**config.mk**
```make
export PLATFORM = sky130hd
export DESIGN_NAME = jump_target_gen
export DESIGN_NICKNAME = d
export VERILOG_FILES = /design/src/rtl/jump_target_gen_pkg.sv /design/src/rtl/jump_target_gen_target_stage.sv /design/src/rtl/jump_target_gen.sv
export SDC_FILE = /design/constraint.sdc
export NUM_CORES = 1
export LEC_CHECK = 0
export CORE_MARGIN = 5
export CORE_UTILIZATION = 40
export CTS_CLUSTER_DIAMETER = 30
export DETAILED_ROUTE_END_ITERATION = 10
export PLACE_DENSITY = 0.65
export SYNTH_ARGS = -nofsm -noshare
export SYNTH_HDL_FRONTEND = slang
export SYNTH_SLANG_ARGS = --single-unit
```
**constraint.sdc**
```tcl
create_clock -name clk_i -period 4.7 [get_ports clk_i]
set_clock_uncertainty 0.1 [all_clocks]
set_input_delay 0.94 -clock clk_i [delete_from_list [all_inputs] [get_ports clk_i]]
set_output_delay 0.94 -clock clk_i [all_outputs]
set_load 0.05 [all_outputs]
```
**src/rtl/jump_target_gen_pkg.sv**
```systemverilog
// Shared definitions for jump/branch target generation: mode encodings and
// small decode helpers used by both the instruction decoder and the target generator.
package jump_target_gen_pkg;

    typedef logic [1:0] jt_mode_t;

    localparam jt_mode_t MODE_J      = 2'b00;
    localparam jt_mode_t MODE_BRANCH = 2'b01;
    localparam jt_mode_t MODE_JR     = 2'b10;
    localparam jt_mode_t MODE_SEQ    = 2'b11;

    // True for modes whose final target is formed relative to PC+4.
    function automatic logic mode_is_pc_relative(input jt_mode_t mode);
        logic rel;
        case (mode)
            MODE_BRANCH: rel = 1'b1;
            MODE_SEQ:    rel = 1'b1;
            MODE_J:      rel = 1'b0;
            MODE_JR:     rel = 1'b0;
            default:     rel = 1'b0;
        endcase
        return rel;
    endfunction

endpackage

```
**src/rtl/jump_target_gen_target_stage.sv**
```systemverilog
// Generic valid/ready pipeline register with synchronous flush; holds its
// payload while the downstream consumer stalls.
module target_stage
    import jump_target_gen_pkg::*;
#(
    parameter int W = 8
) (
    input  logic         clk_i,
    input  logic         rst_i,
    input  logic         flush_i,
    input  logic         in_valid_i,
    output logic         in_ready_o,
    input  logic [W-1:0] in_data_i,
    output logic         out_valid_o,
    input  logic         out_ready_i,
    output logic [W-1:0] out_data_o
);

    logic         valid_q;
    logic         valid_d;
    logic [W-1:0] data_q;
    logic [W-1:0] data_d;

    assign in_ready_o  = !valid_q || out_ready_i;
    assign out_valid_o = valid_q;
    assign out_data_o  = data_q;

    // Payload only loads on a real transfer so a stalled result never changes.
    always_comb begin
        valid_d = valid_q;
        data_d  = data_q;
        if (flush_i) begin
            valid_d = 1'b0;
        end else if (in_ready_o) begin
            valid_d = in_valid_i;
            if (in_valid_i) begin
                data_d = in_data_i;
            end else begin
                data_d = data_q;
            end
        end else begin
            valid_d = valid_q;
        end
    end

    always_ff @(posedge clk_i or posedge rst_i) begin
        if (rst_i) begin
            valid_q <= 1'b0;
            data_q  <= '0;
        end else begin
            valid_q <= valid_d;
            data_q  <= data_d;
        end
    end

endmodule

```
**src/rtl/jump_target_gen.sv**
```systemverilog
// Two-stage jump/branch target generator: S1 forms the mode-specific offset,
// S2 forms the final target and alignment flag.
module jump_target_gen
    import jump_target_gen_pkg::*;
#(
    parameter int ADDR_W = 32,
    parameter int IMM_W  = 26,
    parameter int BR_W   = 16,
    parameter int SHIFT  = 2
) (
    input  logic              clk_i,
    input  logic              rst_i,
    input  logic              in_valid_i,
    output logic              in_ready_o,
    input  logic [1:0]        mode_i,
    input  logic [ADDR_W-1:0] pc_plus4_i,
    input  logic [IMM_W-1:0]  imm_i,
    input  logic [ADDR_W-1:0] rs_data_i,
    input  logic              flush_i,
    output logic              out_valid_o,
    input  logic              out_ready_i,
    output logic [ADDR_W-1:0] target_o,
    output logic [1:0]        mode_o,
    output logic              misalign_o
);

    localparam int S1_W = 2 * ADDR_W + 2;
    localparam int S2_W = ADDR_W + 3;

    // J keeps the PC region bits above the shifted immediate.
    localparam logic [ADDR_W-1:0] J_HI_MASK  = ~ADDR_W'((64'd1 << (IMM_W + SHIFT)) - 64'd1);
    localparam logic [ADDR_W-1:0] ALIGN_MASK = ADDR_W'((64'd1 << SHIFT) - 64'd1);

    logic [ADDR_W-1:0] imm_zext;
    logic [ADDR_W-1:0] br_sext;
    logic [ADDR_W-1:0] offset_d;
    logic [S1_W-1:0]   s1_in_data;
    logic [S1_W-1:0]   s1_data_q;
    logic              s1_valid_q;
    logic              s1_in_valid;
    logic              s2_in_ready;

    jt_mode_t          s1_mode;
    logic [ADDR_W-1:0] s1_pc;
    logic [ADDR_W-1:0] s1_offset;
    logic [ADDR_W-1:0] target_d;
    logic              misalign_d;
    logic [S2_W-1:0]   s2_in_data;
    logic [S2_W-1:0]   s2_data_q;

    assign imm_zext    = ADDR_W'(imm_i);
    assign br_sext     = {{(ADDR_W - BR_W){imm_i[BR_W-1]}}, imm_i[BR_W-1:0]};
    assign s1_in_valid = in_valid_i && !flush_i;

    // S1 offset selection per mode.
    always_comb begin
        offset_d = '0;
        case (jt_mode_t'(mode_i))
            MODE_J:      offset_d = (pc_plus4_i & J_HI_MASK) | (imm_zext << SHIFT);
            MODE_BRANCH: offset_d = br_sext << SHIFT;
            MODE_JR:     offset_d = rs_data_i;
            MODE_SEQ:    offset_d = '0;
            default:     offset_d = '0;
        endcase
    end

    assign s1_in_data = {mode_i, pc_plus4_i, offset_d};

    target_stage #(.W(S1_W)) u_s1 (
        .clk_i       (clk_i),
        .rst_i       (rst_i),
        .flush_i     (flush_i),
        .in_valid_i  (s1_in_valid),
        .in_ready_o  (in_ready_o),
        .in_data_i   (s1_in_data),
        .out_valid_o (s1_valid_q),
        .out_ready_i (s2_in_ready),
        .out_data_o  (s1_data_q)
    );

    assign s1_mode   = jt_mode_t'(s1_data_q[S1_W-1 -: 2]);
    assign s1_pc     = s1_data_q[2*ADDR_W-1 -: ADDR_W];
    assign s1_offset = s1_data_q[ADDR_W-1:0];

    // S2 target: PC-relative modes add PC+4 (SEQ has a zero offset), others pass through.
    always_comb begin
        target_d = s1_offset;
        if (mode_is_pc_relative(s1_mode)) begin
            target_d = s1_pc + s1_offset;
        end else begin
            target_d = s1_offset;
        end
    end

    assign misalign_d = |(target_d & ALIGN_MASK);
    assign s2_in_data = {misalign_d, s1_mode, target_d};

    target_stage #(.W(S2_W)) u_s2 (
        .clk_i       (clk_i),
        .rst_i       (rst_i),
        .flush_i     (flush_i),
        .in_valid_i  (s1_valid_q),
        .in_ready_o  (s2_in_ready),
        .in_data_i   (s2_in_data),
        .out_valid_o (out_valid_o),
        .out_ready_i (out_ready_i),
        .out_data_o  (s2_data_q)
    );

    assign misalign_o = s2_data_q[S2_W-1];
    assign mode_o     = s2_data_q[S2_W-2 -: 2];
    assign target_o   = s2_data_q[ADDR_W-1:0];

endmodule

```
* Yosys cells after proc, flatten, opt, wreduce, memory -nomap -nowiden
Index checks and enable logic that the tools add are counted.
** Cells by class
- Add/subtract/negate cells :: 1
- Shift operators :: 0
- $mul :: 0
- Divide/modulo/power cells :: 0
- Reduce and logical (&&, ||, !) cells :: 15
- Muxes and demuxes :: 7
- Bitwise logic cells :: 2
- Equal/unequal tests :: 6
- $lt $le $gt $ge :: 0
** Operator list (count)
- case mux 32 bit (4 select lines) :: 1
- adder 32 bit :: 1
- 2-to-1 mux 32 bit :: 1
- OR 32 x 28 -> 32 bit :: 1
- == test 2 bit, second input constant :: 4
- AND reduction 3 bit :: 2
- OR reduction 2 bit :: 3
- == test 2 x 1 -> 1 bit, second input constant :: 2
- zero test 2 bit :: 2
- 2-to-1 mux 1 bit :: 4
- nonzero test 2 bit :: 2
- zero test 1 bit :: 3
- logical OR 1 bit :: 2
- case mux 1 bit (2 select lines) :: 1
- logical AND 1 bit :: 1
- NOT 1 bit :: 1
** Storage, ports and cells
- Memory bits (writable) :: 0
- Input bits :: 97
- Memories :: 0
- Latch bits :: 0
- ROM bits :: 0
- Word-level logic and storage cells :: 35
- Flip-flop bits (word level) :: 103

* Depth between registers and ports, before layout
Gate-level depths: netlist of run 1.
- Depth after elaboration :: 5
- Gate-level depth with buffers :: 11
- Mapped depth without buffers :: 11

* Cells and area by module
Synthesis of run 1 repeated with hierarchy kept, for this count alone.
** Second synthesis, totals
- Cells, all modules :: 604
- Area total of the unflattened synthesis :: 6418.7 um2
** Modules (own cells, without submodules)
- target_stage at u_s1 :: area an instance 2538.7 um2, times used 1, cells an instance 146
- jump_target_gen :: area an instance 2503.7 um2, times used 1, cells an instance 378
- target_stage at u_s2 :: area an instance 1376.3 um2, times used 1, cells an instance 80

* Worst setup path before layout of run 1
No wires, ideal clock.
- Path type :: register to register
- Start :: register u_s1.data_q[0], in the netlist u_s1.out_data_o[0]
- End :: register u_s2.data_q[30], in the netlist u_s2.out_data_o[30]
- Data arrival time :: 2905 ps
- Buffers on the path :: 0
- Setup time :: 124 ps
- Setup slack :: 1571 ps
- Data required time :: 4476 ps
- Cell stages (with the launch flop) :: 12
- Period minus slack after synthesis :: 3129 ps
- Cells stage by stage :: dfrtp_1 > ha_1 > fa_1 > a21o_1 > a221oi_2 > nor4b_4 > o311ai_4 > a2111oi_4 > o31ai_2 > o21ai_2 > mux2i_1 > a211o_1
** Between the ends
- Word-level cells in the longest chain between the ends :: 2
** Ends and longest elaborated chain
- start: declaration :: line jump_target_gen_target_stage.sv:21 : logic [W-1:0] data_q;
- start signal: assignment :: line jump_target_gen_target_stage.sv:52 : data_q <= data_d;
- adder 32 bit :: line jump_target_gen.sv:89 : target_d = s1_pc + s1_offset;
- 2-to-1 mux 32 bit :: line jump_target_gen.sv:88 : if (mode_is_pc_relative(s1_mode)) begin
- end signal: assignment :: line jump_target_gen_target_stage.sv:52
- end: declaration :: line jump_target_gen_target_stage.sv:21
Every way passes these cells.
A chain may end at the register's enable or synchronous reset.

* Final worst setup path of run 1
- Start :: input port out_ready_i
- End :: output port in_ready_o
** Between the ends
- Word-level cells in the longest chain between the ends :: 2
** Ends and longest elaborated chain
- start: declaration :: line jump_target_gen.sv:21 : input logic out_ready_i,
- logical OR 1 bit (2 in a row) :: line jump_target_gen_target_stage.sv:24 : assign in_ready_o = !valid_q || out_ready_i;
- end: declaration :: line jump_target_gen.sv:14 : output logic in_ready_o,
Every way passes these cells.

==> results.toml, run 1 <==
[synth]
ys_warn_count = 0
synthCells = 630
yosysMostFrequentCell = "dfrtp_1"
netlist_top_cells_area = "dfrtp_1 41%, mux2_2 9.2%, ha_1 6.2%"
synth_top_area_share = 0.4149
syn_area_mm2 = 0.006212
yosysSeqAreaShare = 0.4149
synth_seq_cells = 103
synthSimpleGateAreaFrac = 0.1333
synth.distinct_cells = 56
synth_compound_area_frac = 0.1762
synth_xor_area_frac = 0.03384
syn_area_per_cell_um2 = 9.861
synth_nets = 759
synth_edf_count = 0
synth_top_family_by_area = "compound AO/OA/AOI/OAI gates"
synth_fa_ha_area_frac = 0.06566
async_flop_share = 1.000
synthMuxAreaShare = 0.1505
synthTopCellsByCount = "103 x dfrtp_1, 84 x nand2_1, 72 x o21ai_0"
yosys.area.top_type = "dfrtp_1"
ys.flop_type = "dfrtp_1"

[sta]
setup_viol = 0
maxSlewHeadroom = 0.2458
tns_ns = 0
rsz0062_at_grt = "no"
drv_slew = 0
fmax_mhz = 283.8
finalHoldViolations = 0
timing.final.crit_share = 0.7497
finalCriticalPeriod_ns = 3.524
worst_pin_slew_ns = 1.131

[finish]
final_cell_count_no_fill = 940
num_antenna_cells = 0
syn_to_final_growth_pct = 28.94
finalNetCount = 876
drive_above_1_share = 0.1117

[cts]
cts.clk_slew.worst_paths_ns = 0.07
cts_tree = "done"
cts_setup_buffers = 0
h-tree-depth = 3
clock_path_buffers = 2
hold_buffers = 0
worstSkewPairLatency_ns = 0.35
numCtsBuffers = 9
cts_sinks = 103
cts_resized = 0
root_buffer = "clkbuf_16"

[global_route]
grt_first_pass_wirelength_um = 26370
antenna_found_initial = 1
use_met3 = 0.04173
top_usage_layer = "met2"
grt_max_degree = 85
grt_pass1_vias = 5212
gr-usage-met2 = 0.2938
grt_usage = 0.1808
grt_use_met1 = 0.2369
grt-ovfl-total = 0

[setup_path]
arrival_ns = 2.48
path_max_fanout = 5
crit_type = "primary input to output port"
critPathSlowestCell = "clkdlybuf4s50_1"
path_common_cell = "clkdlybuf4s50_1"
worst_ep_required_time_ns = 3.66
end_kind = "output port"
crit_path_max_incr_delay_ns = 0.71
cp_top_family = "buffers and inverters"
start_kind = "primary input"
path_cells = "clkdlybuf4s50_1, nor2b_1, nand2_1, clkdlybuf4s50_1"
cp_num_buf_inv = 2

[place]
dp.cells = 924
routabilityCongestion = 0.8824
hpwl_um = 11890
port_buffers = 133

[routing]
drcViolationCount = 0
route.antenna.remaining_nets = 0
dr_total_vias = 5019
wl_per_cell_um = 16.93
drt_pre_antenna_iters = 4
initialDrtViolationCount = 258
post_drt_via_cell_ratio = 5.339
wirelength_um = 15910

[pwr]
power.density_mw_per_mm2 = 456.6
power_leakage_nw = 3.508
max-vdd-ir-drop_uv = 224.7

[die]
design.die.area_mm2 = 0.01812
initial_core_util = 0.4086
fp-row-count = 45
die_y_um = 134.6
fp.coreArea_mm2 = 0.01520
die_width_um = 134.6
ioPinCount = 134

[outcome]
status = "completed"

[min_path]
hold_path.class = "flop to flop"

[run]
cap_violations = 0
## power breakdown
part	switching [mW]	internal [mW]	leakage, nW	total, mW
clock	0.322	0.466	0.151	0.787
combinational	0.956	0.675	2.08	1.63
sequential	0.161	1.08	1.28	1.24
## registers in the layout (all words and copies together), names as in the netlist
register	flops
u_s1.out_data_o	66
u_s1.out_valid_o	1
u_s2.out_data_o	35
u_s2.out_valid_o	1
## final timing paths
| check | slack (ns) | end | cells after the start | startpoint |
|---|---|---|---|---|
| max | 1.18 | in_ready_o | 4 | out_ready_i |
| min reg2reg | 0.38 | u_s2.out_data_o[33] | 2 | u_s1.out_data_o[65] |
| max reg2reg | 1.22 | u_s2.out_data_o[24] | 11 | u_s1.out_data_o[0] |
| max in group asynchronous | 2.50 | u_s1.out_data_o[33] | 3 | rst_i |
| min | 0.38 | u_s2.out_data_o[33] | 2 | u_s1.out_data_o[65] |
| min in group asynchronous | 1.02 | u_s2.out_valid_o | 2 | rst_i |
## placed cells by master, fill, tap and decap left out, types with 4 or more instances in the layout
cell             synthesis  final
and3_1                   4      4
a31oi_1                  6      6
clkdlybuf4s50_1          0    133
mux2_2                  51     51
nor2_1                  14     14
clkbuf_16                0      9
xnor2_1                 18     18
a21oi_1                 50     50
nand3_1                 10     10
nor2b_1                 22     22
o21bai_1                 6      6
mux2i_1                 36     36
xor2_1                   6      6
nor3_1                   4      4
dfrtp_1                103    102
a21o_1                  14     14
ha_1                    31     31
o21ai_0                 72     72
nand2_1                 84     84
buf_4                    0      6
nand3b_1                 6      6
nor3b_1                 11     10
inv_1                    8      7
## cell type report
class,count,area [µm²]
multi-input cells,486,3481
fillers,1406,7192
inverters,8,32.53
well taps,188,235.2
repair buffers,139,1376
clock inverters,4,70.07
flip-flops and latches,103,2579
clock buffers,12,236.5
## worst min-delay path, delay by kind of cell (launching register included)
kind             cells  cell delay (ns)
AND/OR/NAND/NOR      2             0.10
flip-flops           1             0.34
## per-layer routing
metal | wire length [µm] | part of all wire
met5 | 18 | 0.0011
met3 | 759 | 0.048
met1 | 7211 | 0.45
met4 | 338 | 0.021
met2 | 7585 | 0.48
## per-stage QoR
step / setup slack [ns] / power [mW] / cell area (µm²) / hold slack (ns) / util
after floorplan: 0.9562 / 2.367 / 6212 / 0.3331 / -
after global placement: 1.231 / 2.857 / 7704 / 0.3575 / 0.5067
after detailed placement: 1.175 / 2.887 / 7704 / 0.3590 / 0.5067
after CTS: 1.168 / 3.692 / 8010 / 0.3785 / 0.5269
after global routing: 0.9405 / 3.880 / 8010 / 0.3998 / 0.5269
final: 1.176 / 3.658 / 8010 / 0.3773 / 0.5269
## logic make-up (layout without fill, tap and decap cells)
| logic type | Yosys count | count (layout) |
|---|---|---|
| simple gates | 166 | 166 |
| compound gates | 177 | 177 |
| fa+ha+maj | 32 | 32 |
| xor+xnor | 24 | 24 |
| mux | 87 | 87 |
| buf+inv | 41 | 163 |
| flops | 103 | 103 |
(Power assumes the default switching activity.)
==> inputs of run 2 (changes only) <==
--- a/config.mk
+++ b/config.mk
@@ -9,7 +9,7 @@
 export CORE_UTILIZATION = 40
 export CTS_CLUSTER_DIAMETER = 30
 export DETAILED_ROUTE_END_ITERATION = 10
-export PLACE_DENSITY = 0.65
+export PLACE_DENSITY = 0.68
 export SYNTH_ARGS = -nofsm -noshare
 export SYNTH_HDL_FRONTEND = slang
 export SYNTH_SLANG_ARGS = --single-unit
==> constraint.sdc (replaced) <==
create_clock -name clk_i -period 3.05 [get_ports clk_i]
set_clock_uncertainty 0.1 [all_clocks]
set_input_delay 0.61 -clock clk_i [delete_from_list [all_inputs] [get_ports clk_i]]
set_output_delay 0.61 -clock clk_i [all_outputs]
set_load 0.05 [all_outputs]
==> run 2 against run 1 <==
First-iteration DRC count rose by 9.7%. Critical endpoint is now u_s2.out_data_o[29]. Clock power rose by 59%. Cell area rose by 4.0%.
==> results.toml, run 2 (same netlist as run 1, synthesis figures left out) <==
[cts]
root_buffer = "clkbuf_16"
cts_tree = "done"
clock_path_buffers = 2
cts.clk_slew.worst_paths_ns = 0.07
worstSkewPairLatency_ns = 0.36
h-tree-depth = 3
cts_sinks = 103
numCtsBuffers = 9
hold_buffers = 0

[routing]
post_drt_via_cell_ratio = 5.363
wirelength_um = 16660
initialDrtViolationCount = 283
drt_pre_antenna_iters = 4
drcViolationCount = 0
route.antenna.remaining_nets = 0
wl_per_cell_um = 17.28
dr_total_vias = 5170

[die]
die_y_um = 134.6
fp.coreArea_mm2 = 0.01520
fp-row-count = 45
ioPinCount = 134
design.die.area_mm2 = 0.01812
initial_core_util = 0.4086
die_width_um = 134.6

[run]
cap_violations = 0

[finish]
largest_reg_flops = 66
final_util = 0.5478
syn_to_final_growth_pct = 34.06
num_antenna_cells = 0
drive_above_1_share = 0.1585
final_common_cell = "clkdlybuf4s50_1"
fin_area_mm2 = 0.008328
finalNetCount = 900
final_cell_mix = "131 x clkdlybuf4s50_1, 102 x dfrtp_1, 84 x nand2_1"

[outcome]
status = "completed"

[sta]
finalCriticalPeriod_ns = 3.009
finalHoldViolations = 0
timing.final.crit_share = 0.9864
fmax_mhz = 332.4
maxSlewHeadroom = 0.5458
drv_slew = 0
setup_viol = 0
rsz0062_at_grt = "yes"
worst_pin_slew_ns = 0.6742

[setup_path]
path_max_fanout = 5
start_kind = "flop"
worst_ep_required_time_ns = 3.25
end_kind = "flop"
arrival_ns = 3.20
crit_type = "flop to flop"

[pwr]
max-vdd-ir-drop_uv = 460.6
power.density_mw_per_mm2 = 702.3
finalPower_mw = 5.849
power_leakage_nw = 3.648

[global_route]
grt_usage = 0.1874
antenna_found_initial = 0
grt-ovfl-total = 0
grt_pass1_vias = 5319
grt_max_degree = 85
grt_first_pass_wirelength_um = 27320

[min_path]
hold_path.class = "flop to flop"

[place]
port_buffers = 133
hpwl_um = 12360
routabilityCongestion = 0.8707
postPlaceCellArea_mm2 = 0.007881
==> run 2: cell types whose count changed in the layout (fill, tap and decap cells not counted), sizes merged <==
cell,delta
buf,+26
inv,-1
clkinv,-2
clkdlybuf4s50,-2
clkinvlp,+2
clkbuf,+1
==> run 2: power breakdown <==
| part | switching [mW] | total, mW | internal [mW] |
|---|---|---|---|
| clock | 0.511 | 1.25 | 0.743 |
| sequential | 0.216 | 1.88 | 1.66 |
| combinational | 1.58 | 2.72 | 1.13 |
==> run 2: path summary, 6_finish.rpt <==
check                               startpoint             endpoint  slack (ns)  depth (start not counted)
hold reg to reg            u_s1.out_data_o[65]  u_s2.out_data_o[33]        0.36                          2
setup / recovery            u_s1.out_data_o[1]  u_s2.out_data_o[29]        0.04                         10
min in group asynchronous                rst_i  u_s1.out_data_o[48]        0.58                          2
max in group asynchronous                rst_i  u_s1.out_data_o[35]        1.64                          3
setup reg to reg            u_s1.out_data_o[1]  u_s2.out_data_o[29]        0.04                         10
hold / removal             u_s1.out_data_o[65]  u_s2.out_data_o[33]        0.36                          2
==> run 2: final cells by class <==
class                      count  area, µm²
fill                        1349       6874
clock inverter                 3      67.56
multi-input combinational    486       3576
sequential                   103       2579
timing repair buffer         163       1587
tap                          188      235.2
clock buffer                  13      250.2
inverter                       8      33.78
==> run 2: critical path: stages (launching register included) <==
cell and delay, ns:
dfrtp_1 0.41, ha_1 0.34, a211oi_2 0.31, o311ai_4 0.15, a211oi_4 0.40, nor2_1 0.10, or3_4 0.36, a21o_1 0.22
a21oi_1 0.16, mux2_2 0.35, nand2_1 0.05
==> run 2: routing by layer <==
layer  GRT usage  share of wire
met1      0.2502           0.46
met2      0.3105           0.48
met3     0.03726          0.040
met4     0.05260          0.015
met5           0              0
==> run 2: through the flow <==
stage | setup TNS, ns | std cells | hold slack (ns) | setup slack, ns
after floorplan | 0 | 630 | 0.3331 | 0.02315
after global placement | -0.09636 | 942 | 0.3492 | -0.07069
after detailed placement | -0.4334 | 942 | 0.3559 | -0.1449
after CTS | -0.04083 | 961 | 0.3710 | -0.04083
after global routing | -0.1135 | 964 | 0.4047 | -0.04638
final | 0 | 964 | 0.3614 | 0.04139
==> run 2: timing repair <==
action,4_1_cts,5_1_grt
setup endpoints to repair,7,11
pin swaps,6,8
setup buffers,3,3
gates resized for setup,4,15
